$ cat config.mk
export PLATFORM = sky130hd
export DESIGN_NAME = uwire_receiver
export DESIGN_NICKNAME = d
export VERILOG_FILES = /design/src/rtl/uwire_pkg.sv /design/src/rtl/uwire_pin_sync.sv /design/src/rtl/uwire_receiver.sv
export SDC_FILE = /design/constraint.sdc
export NUM_CORES = 1
export LEC_CHECK = 0
export BUFFER_PORTS_ARGS = -buffer_cell sky130_fd_sc_hd__buf_2
export CAP_MARGIN = 15
export CORE_MARGIN = 5
export CORE_UTILIZATION = 40
export DETAILED_ROUTE_END_ITERATION = 10
export GPL_TIMING_DRIVEN = 0
export SLEW_MARGIN = 0
export SYNTH_ARGS = -nofsm -noshare
export SYNTH_HDL_FRONTEND = slang
export SYNTH_SLANG_ARGS = --single-unit
$ cat constraint.sdc
create_clock -name clk -period 6 [get_ports clk]
set_input_delay 0.3 -clock clk [delete_from_list [all_inputs] [get_ports clk]]
set_output_delay 0.3 -clock clk [all_outputs]
set_load 0.05 [all_outputs]
$ cat src/rtl/uwire_pkg.sv
// Shared definitions for the uWire receiver: word geometry, FSM states and
// a small saturating-counter helper.
package uwire_pkg;

  localparam int UWIRE_WORD_W = 32;
  localparam int UWIRE_ADDR_W = 5;
  localparam int UWIRE_DATA_W = 27;

  typedef enum logic [1:0] {
    IDLE    = 2'd0,
    SHIFT   = 2'd1,
    LATCH   = 2'd2,
    LE_HIGH = 2'd3
  } uwire_state_e;

  // Bit counter increment that sticks at 63 so oversize frames stay "wrong".
  function automatic logic [5:0] sat_inc6(input logic [5:0] v);
    logic [5:0] r;
    if (v == 6'd63) begin
      r = v;
    end else begin
      r = v + 6'd1;
    end
    return r;
  endfunction

endpackage

$ cat src/rtl/uwire_pin_sync.sv
// N-stage synchronizer for one asynchronous uWire pin, followed by one extra
// flop used to derive single-cycle rise/fall strobes in the clk domain.
module uwire_pin_sync #(
  parameter int STAGES = 2
) (
  input  logic clk,
  input  logic rst_n,
  input  logic pin,
  output logic level,
  output logic rise,
  output logic fall
);

  logic [STAGES-1:0] sync;
  logic              prev;

  // Synchronizer chain plus the edge-detect history flop.
  always_ff @(posedge clk or negedge rst_n) begin
    if (!rst_n) begin
      sync <= {STAGES{1'b0}};
      prev <= 1'b0;
    end else begin
      sync <= {sync[STAGES-2:0], pin};
      prev <= sync[STAGES-1];
    end
  end

  assign level = sync[STAGES-1];
  assign rise  = level & ~prev;
  assign fall  = ~level & prev;

endmodule

$ cat src/rtl/uwire_receiver.sv
// uWire serial receiver: shifts 32-bit MSB-first frames, latches them on LE,
// and presents the word through a valid/ready handshake with error strobes.
// Optional feature: define UWIRE_RX_REGFILE_EN to add a 32x27 shadow register
// file (rd_addr / rd_data / written ports).
module uwire_receiver
  import uwire_pkg::*;
#(
  parameter int SYNC_STAGES = 2,
  parameter int CNT_W       = 16
) (
  input  logic             clk,
  input  logic             rst_n,
  input  logic             CLKuWire,
  input  logic             DATAuWire,
  input  logic             LEuWire,
  output logic [31:0]      q,
  output logic [4:0]       addr,
  output logic [26:0]      data,
  output logic             valid,
  input  logic             ready,
  output logic             err_len,
  output logic             err_ovf,
  output logic             busy,
  output logic [CNT_W-1:0] word_cnt
`ifdef UWIRE_RX_REGFILE_EN
  ,
  input  logic [4:0]       rd_addr,
  output logic [26:0]      rd_data,
  output logic [31:0]      written
`endif
);

  localparam logic [5:0] FULL_CNT = 6'(UWIRE_WORD_W);

  uwire_state_e state;
  logic [31:0]  shreg;
  logic [5:0]   bit_cnt;
  logic         accept;

  logic clk_lvl, clk_rise, clk_fall;
  logic dat_lvl, dat_rise, dat_fall;
  logic le_lvl,  le_rise,  le_fall;
  logic unused_edges;

  uwire_pin_sync #(.STAGES(SYNC_STAGES)) u_sync_clk (
    .clk(clk), .rst_n(rst_n), .pin(CLKuWire),
    .level(clk_lvl), .rise(clk_rise), .fall(clk_fall)
  );

  uwire_pin_sync #(.STAGES(SYNC_STAGES)) u_sync_dat (
    .clk(clk), .rst_n(rst_n), .pin(DATAuWire),
    .level(dat_lvl), .rise(dat_rise), .fall(dat_fall)
  );

  uwire_pin_sync #(.STAGES(SYNC_STAGES)) u_sync_le (
    .clk(clk), .rst_n(rst_n), .pin(LEuWire),
    .level(le_lvl), .rise(le_rise), .fall(le_fall)
  );

  // Data edges and the serial clock fall carry no meaning for the protocol.
  assign unused_edges = ^{clk_lvl, clk_fall, dat_rise, dat_fall};

  // A complete word is taken when the output slot is free or being drained.
  assign accept = (state == LATCH) && (bit_cnt == FULL_CNT) && (!valid || ready);

  assign addr = q[4:0];
  assign data = q[31:5];

  // Receiver FSM with shift register, output word, handshake and strobes.
  always_ff @(posedge clk or negedge rst_n) begin
    if (!rst_n) begin
      state    <= IDLE;
      shreg    <= 32'h0000_0000;
      bit_cnt  <= 6'd0;
      q        <= 32'h0000_0000;
      valid    <= 1'b0;
      err_len  <= 1'b0;
      err_ovf  <= 1'b0;
      busy     <= 1'b0;
      word_cnt <= {CNT_W{1'b0}};
    end else begin
      err_len <= 1'b0;
      err_ovf <= 1'b0;
      if (valid && ready) begin
        valid <= 1'b0;
      end
      case (state)
        IDLE: begin
          // A coincident LE rise still takes the bit before latching.
          if (clk_rise && (!le_lvl || le_rise)) begin
            shreg   <= {shreg[30:0], dat_lvl};
            bit_cnt <= 6'd1;
          end
          if (le_rise) begin
            state <= LATCH;
            busy  <= 1'b1;
          end else if (clk_rise && !le_lvl) begin
            state <= SHIFT;
            busy  <= 1'b1;
          end
        end
        SHIFT: begin
          if (clk_rise) begin
            shreg   <= {shreg[30:0], dat_lvl};
            bit_cnt <= sat_inc6(bit_cnt);
          end
          if (le_rise) begin
            state <= LATCH;
          end
        end
        LATCH: begin
          state   <= LE_HIGH;
          bit_cnt <= 6'd0;
          if (bit_cnt != FULL_CNT) begin
            err_len <= 1'b1;
          end else if (accept) begin
            q        <= shreg;
            valid    <= 1'b1;
            word_cnt <= word_cnt + CNT_W'(1);
          end else begin
            err_ovf <= 1'b1;
          end
        end
        LE_HIGH: begin
          if (le_fall) begin
            state <= IDLE;
            busy  <= 1'b0;
          end
        end
        default: begin
          state   <= IDLE;
          busy    <= 1'b0;
          bit_cnt <= 6'd0;
        end
      endcase
    end
  end

`ifdef UWIRE_RX_REGFILE_EN
  logic [26:0] regfile [32];

  // Shadow copy of every accepted word, indexed by its address field.
  always_ff @(posedge clk) begin
    if (accept) begin
      regfile[shreg[4:0]] <= shreg[31:5];
    end
  end

  // Registered read port and sticky per-address written flags.
  always_ff @(posedge clk or negedge rst_n) begin
    if (!rst_n) begin
      rd_data <= 27'd0;
      written <= 32'h0000_0000;
    end else begin
      rd_data <= regfile[rd_addr];
      if (accept) begin
        written[shreg[4:0]] <= 1'b1;
      end
    end
  end
`endif

endmodule

==> reports/metrics.yaml, run 1 <==
outcome: "completed"
grt_pass1_vias: 2961
critical_path_arrival_ns: 2.49
grt_pass1_wl_um: 14600
worstSetupPathType: "reg -> reg"
yosys-top-cells-area: "dfrtp_1 57%, nand2_1 9.6%, mux2_2 8.0%, buf_4 6.0%, ha_1 2.3%"
grt-ovfl-total: 0
synth_mux_area_share_pct: 8.50
synth_commonest_cells: "111 x nand2_1, 100 x dfrtp_1, 35 x buf_4"
fin_crit_sh_pct: 37.3
timing.final.ws_setup_ns: 3.76
async_flop_share_pct: 100
slew_viol_final: 0
diodes: 0
ir_worst_vdd_mv: 0.128
postCtsSetupBuffers: 0
die_area_um2: 13100
drt_wl_total_um: 8520
finalSetupViolations: 0
gp_congestion: 0.753
netlist-cell-type-count: 43
reg2reg_from: "state[1]"
syn_nets: 402
synth_top_family_by_area: "simple AND/OR/NAND/NOR gates"
die_w_um: 114
yosys.area_share.simple_pct: 16.3
vias: 2995
synthAdderAreaFrac_pct: 2.30
cts_max_level: 3
initialDrtViolationCount: 109
start_kind: "flop"
critPathRequiredTime_ns: 6.26
synth_edf_count: 0
synthesis.area_um2: 4360
period_minus_slack_ns: 2.24
drc: 0
startpoint: "state[1]"
drv_cap: 0
clk_latency_ns: 0.36
grt_max_degree: 72
final.fill_count: 1011
stdcell_count: 635
yosys.area.top_type: "dfrtp_1"
initial_core_util_pct: 40.5
yosys_warnings: 0
die_h_um: 114
nets: 504
power_mw: 1.57
synth_ff_type: "dfrtp_1"
rsz0062_at_grt: "false"
cts-root-buf: "clkbuf_8"
grtUsageTotal_pct: 13.9
synthXorXnorAreaFrac_pct: 3.02
p_leak_nw: 2.98
tightest_slew_ns: 0.624
cts_buffers: 9
post-synth-top-count-cell: "nand2_1"
netlist.area_leader.share_pct: 57.5
detail_route.first_pass.iterations: 4
wl_per_cell_um: 13.4
max_slew_margin_pct: 58.4
final_hold_viol_count: 0
cts_tree: "done"
hp-start: "LEuWire"
ys_seq_area_share_pct: 57.5
fp-row-count: 38
power.density_nw_per_um2: 299
drive_gt1_share_pct: 37.6
vias_per_cell: 4.72
core_area_um2: 10700
syn_avg_cell_area_um2: 11.2
numPortBuffers: 89
cts_sinks: 100
ios: 90
antenna_found_initial: 0
cts.clk_slew.worst_paths_ns: 0.10
clockBufferDepth: 2
place_ws_ns: 3.77
finClkSkew_ns: 0.00468
dp.cells: 618
postCtsResizedCells: 0
syn_inst: 388
worstSetupEndpointType: "flop"
fin_util_pct: 48.8
ant_nets: 0
hpwl_um: 6160
hold_class: "in -> reg"
max_clock_freq_mhz: 447
synthToLayoutAreaGrowth_pct: 20.3
setup_tns_ns: 0
synth-seq-cells: 100
synth_compound_area_share_pct: 4.45
cp_max_fo: 10
## critical path, cell delays in order (launching register included)
cell and delay [ns]:
dfrtp_1 0.43, inv_1 0.12, ha_1 0.28, nor2_1 0.10, a311oi_2 0.36, buf_4 0.26
buf_4 0.21, mux2_2 0.35
## state kept, by name, summed over array words and instances (netlist names)
register,count
state,2
word_cnt,16
u_sync_dat.sync,2
busy,1
u_sync_clk.prev,1
q,32
valid,1
u_sync_le.sync,2
u_sync_clk.sync,2
shreg,32
u_sync_le.prev,1
bit_cnt,6
err_len,1
err_ovf,1
## report_power, final
group | switching (mW) | total [mW] | internal, mW
logic | 0.181 | 0.314 | 0.133
clock network | 0.245 | 0.486 | 0.240
registers | 0.0390 | 0.767 | 0.728
## metal layers
layer / track usage (%) / part of all wire, %
met5: 0 / 0
met4: 5.86 / 1.9
met3: 3.01 / 4.7
met2: 21.7 / 49
met1: 18.7 / 45
## area by class of cell
type / instances / area, um2 / area share [%]
flip-flops and latches: 100 / 2500 / 47.8
multi-input cells: 234 / 1500 / 28.7
repair buffers: 91 / 485 / 9.26
plain buffers: 45 / 315 / 6.02
well taps: 140 / 175 / 3.34
clock buffers: 10 / 128 / 2.44
clock inverters: 6 / 96.3 / 1.84
inverters: 9 / 33.8 / 0.645
## logic make-up after synthesis
kind of cell / after synthesis
and+or+nand+nor: 154
DFF: 100
buffers and inverters: 54
muxes: 33
AOI/OAI and AO/OA: 24
xor gates and xnor gates: 15
adders and majority gates: 8
## placed cells by master, fill, tap and decap left out, types with 2 or more instances in the layout
cell type and instances:
a21oi_1 3, buf_4 36, xor2_1 6, nor2_1 6, clkbuf_1 4, dfrtp_1 100, nor4b_2 2, nor3_1 6
nand3_1 6, o221ai_1 2, buf_2 94, and3_1 3, nand4_1 6, clkbuf_8 9, nand2b_1 2, mux2_2 31
ha_1 8, bufinv_16 2, and4_1 3, nand2_1 111, nor2b_1 3, a31oi_1 3, a22o_1 4, xnor2_1 9
inv_1 9, o21ai_1 2
## worst paths after layout
| check | end | slack [ns] | depth (start not counted) |
|---|---|---|---|
| worst max-delay path | shreg[1] | 3.76 | 7 |
| min in group asynchronous | q[6] | 0.40 | 2 |
| worst max register to register | shreg[1] | 3.76 | 7 |
| worst min-delay path | u_sync_le.sync[0] | 0.03 | 1 |
| max in group asynchronous | shreg[21] | 4.94 | 3 |
| worst min register to register | u_sync_clk.sync[1] | 0.36 | 0 |
## repair_timing
item	CTS	global route
hold endpoints to repair	29	0
hold buffers	1	0
endpoints found under the setup margin	0	0
## through the flow
stage | cell area, um2 | hold WS (ns)
6_report | 5240 | 0.0325
5_1_grt | 5240 | 0.0102
4_1_cts | 5240 | 0.0175
3_5_place_dp | 5010 | 0.260
3_3_place_gp | 4980 | 0.336
2_1_floorplan | 4360 | 0.00441
Power figures use the tool's default switching activity.
==> run 2, diff against run 1 <==
Clock period 6 ns to 1.98 ns, I/O delays scaled along.
==> run 2 against run 1 <==
Compared with the run above:
- total power grew to 3.1 times the previous value
- utilization increased by 1.3 points
- flip-flop and latch count stayed put
- clock power increased to 3.0 times the previous value
- clock skew is 0.0016 ns higher
- critical path depth fell by 1
- critical path type unchanged
- wire length increased by 2.6%
- final cell count rose by 1.7%
- final area up 2.7%
- first-iteration DRC count increased by 31%
- non-clock buffer count is 11 higher
==> reports/metrics.yaml, run 2 (same netlist as run 1, synthesis figures left out) <==
outcome: "completed"  # unchanged
grt-ovfl-total: 0  # unchanged
setup_tns_ns: 0  # unchanged
wl_per_cell_um: 13.5  # was 13.4 um
final_area_um2: 5380  # was 5240 um2
timing.final.ws_setup_ns: 0.0745  # was 3.76 ns
drive_gt1_share_pct: 40.3  # was 37.6%
placed_cell_area_um2: 5010  # unchanged
finalSetupViolations: 0  # unchanged
combinationalPowerShare_pct: 22.5  # was 20.0%
ant_nets: 0  # unchanged
switchingPower_mw: 1.46  # was 465 uW
gp_congestion: 0.753  # unchanged
ir_worst_vdd_mv: 0.387  # was 0.128 mV
fp-row-count: 38  # unchanged
grt_pass1_wl_um: 14800  # was 14600 um
whs_path_depth: 3  # was 1
grtUsageTotal_pct: 14.1  # was 13.9%
power.density_nw_per_um2: 912  # was 299 nW/um2
drc: 0  # unchanged
cp_max_fo: 4  # was 10
grt_max_degree: 72  # unchanged
swShare_pct: 29.7  # about the same
initial_core_util_pct: 40.5  # unchanged
core_area_um2: 10700  # unchanged
max_clock_freq_mhz: 525  # was 447 MHz
period_minus_slack_ns: 1.91  # was 2.24 ns
slew_viol_final: 0  # unchanged
antenna_found_initial: 0  # unchanged
critPathRequiredTime_ns: 2.24  # was 6.26 ns
cp_slowest_cell: "dfrtp_1"  # unchanged
p_clk_share_pct: 30.0  # was 31.0%
reg2regPathDepth: 6  # was 7
power_mw: 4.91  # was 1.57 mW
worstSetupEndpointType: "flop"  # unchanged
critical_path_arrival_ns: 2.17  # was 2.49 ns
critPathBufInv: 1  # was 3
crit_family: "compound AO/OA/AOI/OAI gates"  # was buffers and inverters
vias_per_cell: 4.68  # was 4.72
crit_cells: 6  # was 7
regArea_um2: 2500  # unchanged
numPortBuffers: 89  # unchanged
p_seq_share_pct: 47.5  # was 49.0%
cts.clk_slew.worst_paths_ns: 0.10  # about the same
top_regs: "q x32, shreg x32, word_cnt x16"  # unchanged
finClkSkew_ns: 0.00625  # was 0.00468 ns
ios: 90  # unchanged
path_cells: "buf_4 -> ha_1 -> a21o_2 -> a222oi_1 -> o21ai_1 -> a22o_1"  # was inv_1 -> ha_1 -> nor2_1 -> a311oi_2 -> buf_4 -> buf_4 -> mux2_2
multi_input_area_um2: 1530  # was 1500 um2
drv_cap: 0  # unchanged
grt_pass1_vias: 2987  # was 2961
critPathMaxStageDelay_ns: 0.44  # was 0.43 ns
p_int_mw: 3.45  # was 1.10 mW
detail_route.first_pass.iterations: 4  # unchanged
drt_wl_total_um: 8730  # was 8520 um
initialDrtViolationCount: 143  # was 109
diodes: 0  # unchanged
die_h_um: 114  # unchanged
cts_tree: "done"  # unchanged
vias: 3026  # was 2995
max_slew_margin_pct: 69.9  # was 58.4%
cts_sinks: 100  # unchanged
place_ws_ns: -0.247  # was 3.77 ns
cts-root-buf: "clkbuf_8"  # unchanged
cts_max_level: 3  # unchanged
fin_crit_sh_pct: 96.2  # was 37.3%
clockBufferDepth: 2  # unchanged
cts_buffers: 9  # unchanged
clk_latency_ns: 0.37  # was 0.36 ns
synthToLayoutAreaGrowth_pct: 23.5  # was 20.3%
tightest_slew_ns: 0.452  # was 0.624 ns
layout_commonest_cell: "nand2_1"  # unchanged
p_leak_nw: 3.04  # was 2.98 nW
die_w_um: 114  # unchanged
final_hold_viol_count: 0  # unchanged
die_area_um2: 13100  # unchanged
worstSetupPathType: "reg -> reg"  # unchanged
hpwl_um: 6160  # unchanged
rsz0062_at_grt: "true"  # was false
r2r_setup_slack_ns: 0.07  # was 3.76 ns
fin_util_pct: 50.1  # was 48.8%
hold_class: "in -> reg"  # unchanged
final.fill_count: 997  # was 1011
final_cell_mix: "111 x nand2_1, 100 x dfrtp_1, 90 x buf_2"  # was 111 x nand2_1, 100 x dfrtp_1, 94 x buf_2
nets: 515  # was 504
start_kind: "flop"  # unchanged
-- run 2: power by group through the flow --
| stage | clock, mW | combinational [mW] | sequential (mW) |
|---|---|---|---|
| 6_report | 1.47 | 1.10 | 2.33 |
| 3_3_place_gp | 0 | 0.926 | 2.36 |
| 5_1_grt | 1.59 | 1.23 | 2.36 |
| 2_1_floorplan | 0 | 0.669 | 2.40 |
| 4_1_cts | 1.51 | 1.01 | 2.33 |
| 3_5_place_dp | 0 | 0.956 | 2.37 |
-- run 2: area by class of cell --
type | count | share of cell area, %
plain buffers | 44 | 6.12
flip-flops and latches | 100 | 46.5
multi-input cells | 234 | 28.4
repair buffers | 103 | 10.9
inverters | 9 | 0.628
clock inverters | 6 | 1.79
clock buffers | 10 | 2.37
well taps | 140 | 3.26
-- run 2: metal layers --
metal	share of wire [%]	vias to the layer above	global-route usage, %
li1	-	1486	-
met1	44	1460	19.0
met2	49	66	22.2
met3	4.7	14	3.01
met4	2.1	0	5.86
met5	0	-	0
-- run 2: worst paths after layout --
kind / startpoint / endpoint
max: state[1] / state[1]
min: ready / err_ovf
min reg2reg: u_sync_clk.sync[0] / u_sync_clk.sync[1]
min in group asynchronous: rst_n / q[6]
max in group asynchronous: rst_n / shreg[21]
max reg2reg: state[1] / state[1]
-- run 2: metrics by stage --
stage,std cells,hold WS [ns]
2_1_floorplan,388,-0.197
3_3_place_gp,617,0.208
3_5_place_dp,618,0.0592
4_1_cts,640,0.172
5_1_grt,646,0.191
6_report,646,0.178
-- run 2: what timing repair did --
item                                    CTS  global route
gates resized for setup                   8            10
hold buffers                              4             0
cloned                                    0             0
endpoints found under the hold margin    32             0
setup buffers                             3             6
endpoints found under the setup margin   66            81
pin swaps                                 2             2
-- run 2: tightest hold or removal path: stages --
cell and delay (ns):
buf_2 0.07, nand2b_1 0.27, nor2_1 0.07
==> run 3, diff against run 2 <==
Settings changed: RECOVER_POWER set to 100.
==> run 3 against run 2 <==
Compared with the run above:
- combinational power about the same
- fmax about the same
- wire length increased by 0.85%
- flip-flop and latch count stayed put
- sequential share of layout area up 0.94 points
- worst hold slack about the same
- critical endpoint unchanged
- largest cell class unchanged
==> reports/metrics.yaml, run 3 (same netlist as run 1, synthesis figures left out) <==
outcome: "completed"  # unchanged
wl_per_cell_um: 13.6  # was 13.5 um
max_clock_freq_mhz: 525  # about the same
ant_nets: 0  # unchanged
initialDrtViolationCount: 137  # was 143
start_kind: "flop"  # unchanged
numPortBuffers: 89  # unchanged
vias: 3031  # was 3026
slew_viol_final: 0  # unchanged
initial_core_util_pct: 40.5  # unchanged
grt_pass1_vias: 2987  # unchanged
cts.clk_slew.worst_paths_ns: 0.10  # about the same
switchingPower_mw: 1.46  # about the same
max_slew_margin_pct: 48.5  # was 69.9%
synthToLayoutAreaGrowth_pct: 21.1  # was 23.5%
critical_path_arrival_ns: 2.17  # about the same
vias_per_cell: 4.69  # was 4.68
fin_crit_sh_pct: 96.2  # about the same
whs_path_depth: 3  # unchanged
core_area_um2: 10700  # unchanged
top_regs: "q x32, shreg x32, word_cnt x16"  # unchanged
grt-ovfl-total: 0  # unchanged
worstHoldEndpoint: "err_ovf"  # unchanged
finClkSkew_ns: 0.00615  # was 0.00625 ns
grt_pass1_wl_um: 14800  # unchanged
clk_latency_ns: 0.37  # about the same
fin_util_pct: 49.1  # was 50.1%
drive_gt1_share_pct: 23.9  # was 40.3%
cts-root-buf: "clkbuf_8"  # unchanged
reg2regPathDepth: 6  # unchanged
path_cells: "buf_4 -> ha_1 -> a21o_2 -> a222oi_1 -> o21ai_1 -> a22o_1"  # unchanged
critPathRequiredTime_ns: 2.24  # about the same
tightest_slew_ns: 0.773  # was 0.452 ns
layout_commonest_cell: "nand2_1"  # unchanged
timing.final.ws_setup_ns: 0.0747  # was 0.0745 ns
crit_cells: 6  # unchanged
place_ws_ns: -0.247  # unchanged
diodes: 0  # unchanged
worstSetupEndpointType: "flop"  # unchanged
nets: 515  # unchanged
p_seq_share_pct: 47.6  # was 47.5%
worstSetupPathType: "reg -> reg"  # unchanged
grt_max_degree: 72  # unchanged
die_w_um: 114  # unchanged
rsz0062_at_grt: "true"  # unchanged
detail_route.first_pass.iterations: 4  # unchanged
final.fill_count: 1048  # was 997
clockBufferDepth: 2  # unchanged
hold_class: "in -> reg"  # unchanged
drv_cap: 0  # unchanged
worstReg2RegEnd: "state[1]"  # unchanged
final_area_um2: 5270  # was 5380 um2
drt_wl_total_um: 8810  # was 8730 um
placed_cell_area_um2: 5010  # unchanged
critPathBufInv: 1  # unchanged
cp_max_fo: 4  # unchanged
power_mw: 4.90  # was 4.91 mW
drt-met1-wl_um: 3900  # was 3850 um
die_area_um2: 13100  # unchanged
setup_tns_ns: 0  # unchanged
wl_met2_um: 4280  # was 4290 um
drc: 0  # unchanged
stdcell_count: 646  # unchanged
hpwl_um: 6160  # unchanged
swShare_pct: 29.8  # was 29.7%
cts_buffers: 9  # unchanged
p_clk_share_pct: 30.1  # was 30.0%
top_layer: "met4"  # unchanged
crit_family: "compound AO/OA/AOI/OAI gates"  # unchanged
ir_worst_vdd_mv: 0.387  # about the same
final_cell_mix: "111 x nand2_1, 100 x dfrtp_1, 84 x clkbuf_1"  # was 111 x nand2_1, 100 x dfrtp_1, 90 x buf_2
cts_sinks: 100  # unchanged
ios: 90  # unchanged
dp.cells: 618  # unchanged
die_h_um: 114  # unchanged
gp_congestion: 0.753  # unchanged
cp_slowest_cell: "dfrtp_1"  # unchanged
holdWs_ns: 0.178  # about the same
fp-row-count: 38  # unchanged
combinationalPowerShare_pct: 22.4  # was 22.5%
reg2reg_from: "state[1]"  # unchanged
cts_max_level: 3  # unchanged
p_int_mw: 3.44  # was 3.45 mW
hp-start: "ready"  # unchanged
critPathMaxStageDelay_ns: 0.44  # about the same
p_leak_nw: 2.67  # was 3.04 nW
cts_tree: "done"  # unchanged
period_minus_slack_ns: 1.91  # about the same
finalSetupViolations: 0  # unchanged
grtUsageTotal_pct: 14.1  # unchanged
r2r_setup_slack_ns: 0.07  # about the same
final_hold_viol_count: 0  # unchanged
wl_met3_um: 443  # was 407 um
power.density_nw_per_um2: 929  # was 912 nW/um2
antenna_found_initial: 0  # unchanged
==> run 3: changes by cell type in the layout (fill, tap and decap cells not counted) <==
cell      change
clkbuf_2      +1
buf_4         -1
buf_2        -83
clkbuf_1     +83
==> run 3: worst max-delay path by stage <==
stage | from | end
floorplan | state[0] | shreg[1]
global placement | state[0] | shreg[7]
detailed placement | state[0] | shreg[1]
CTS | state[0] | q[18]
global route | state[1] | state[1]
finish | state[1] | state[1]
==> run 3: cell type report <==
cell class                 count  area [um2]  area share (%)
buffer                        44         329            6.24
clock buffer                  10         128            2.42
clock inverter                 6        96.3            1.83
inverter                       9        33.8           0.641
multi-input combinational    234        1530            29.0
sequential                   100        2500            47.4
tap                          140         175            3.32
timing repair buffer         103         480            9.11
==> run 3: power by group through the flow <==
stage	Clock, mW	Sequential, mW	Combinational [mW]
detailed placement	0	2.37	0.956
CTS	1.51	2.33	1.01
floorplan	0	2.40	0.669
global route	1.59	2.36	1.22
global placement	0	2.36	0.926
finish	1.47	2.33	1.10
==> run 3: what timing repair did <==
item                       4_1_cts  5_1_grt
setup buffers                    3        6
pin swaps                        2        2
hold buffers                     4        0
hold endpoints to repair        32        0
resized for setup                8       10
setup endpoints to repair       66       81
==> run 3: metal layers <==
layer / vias up / GRT usage, %
met1: 1460 / 19.0
li1: 1488 / -
met5: - / 0
met2: 69 / 22.2
met4: 0 / 5.86
met3: 14 / 3.01
==> run 3: tightest hold or removal path, stage by stage <==
cell and delay (ns):
buf_2 0.07, nand2b_1 0.27, nor2_1 0.07
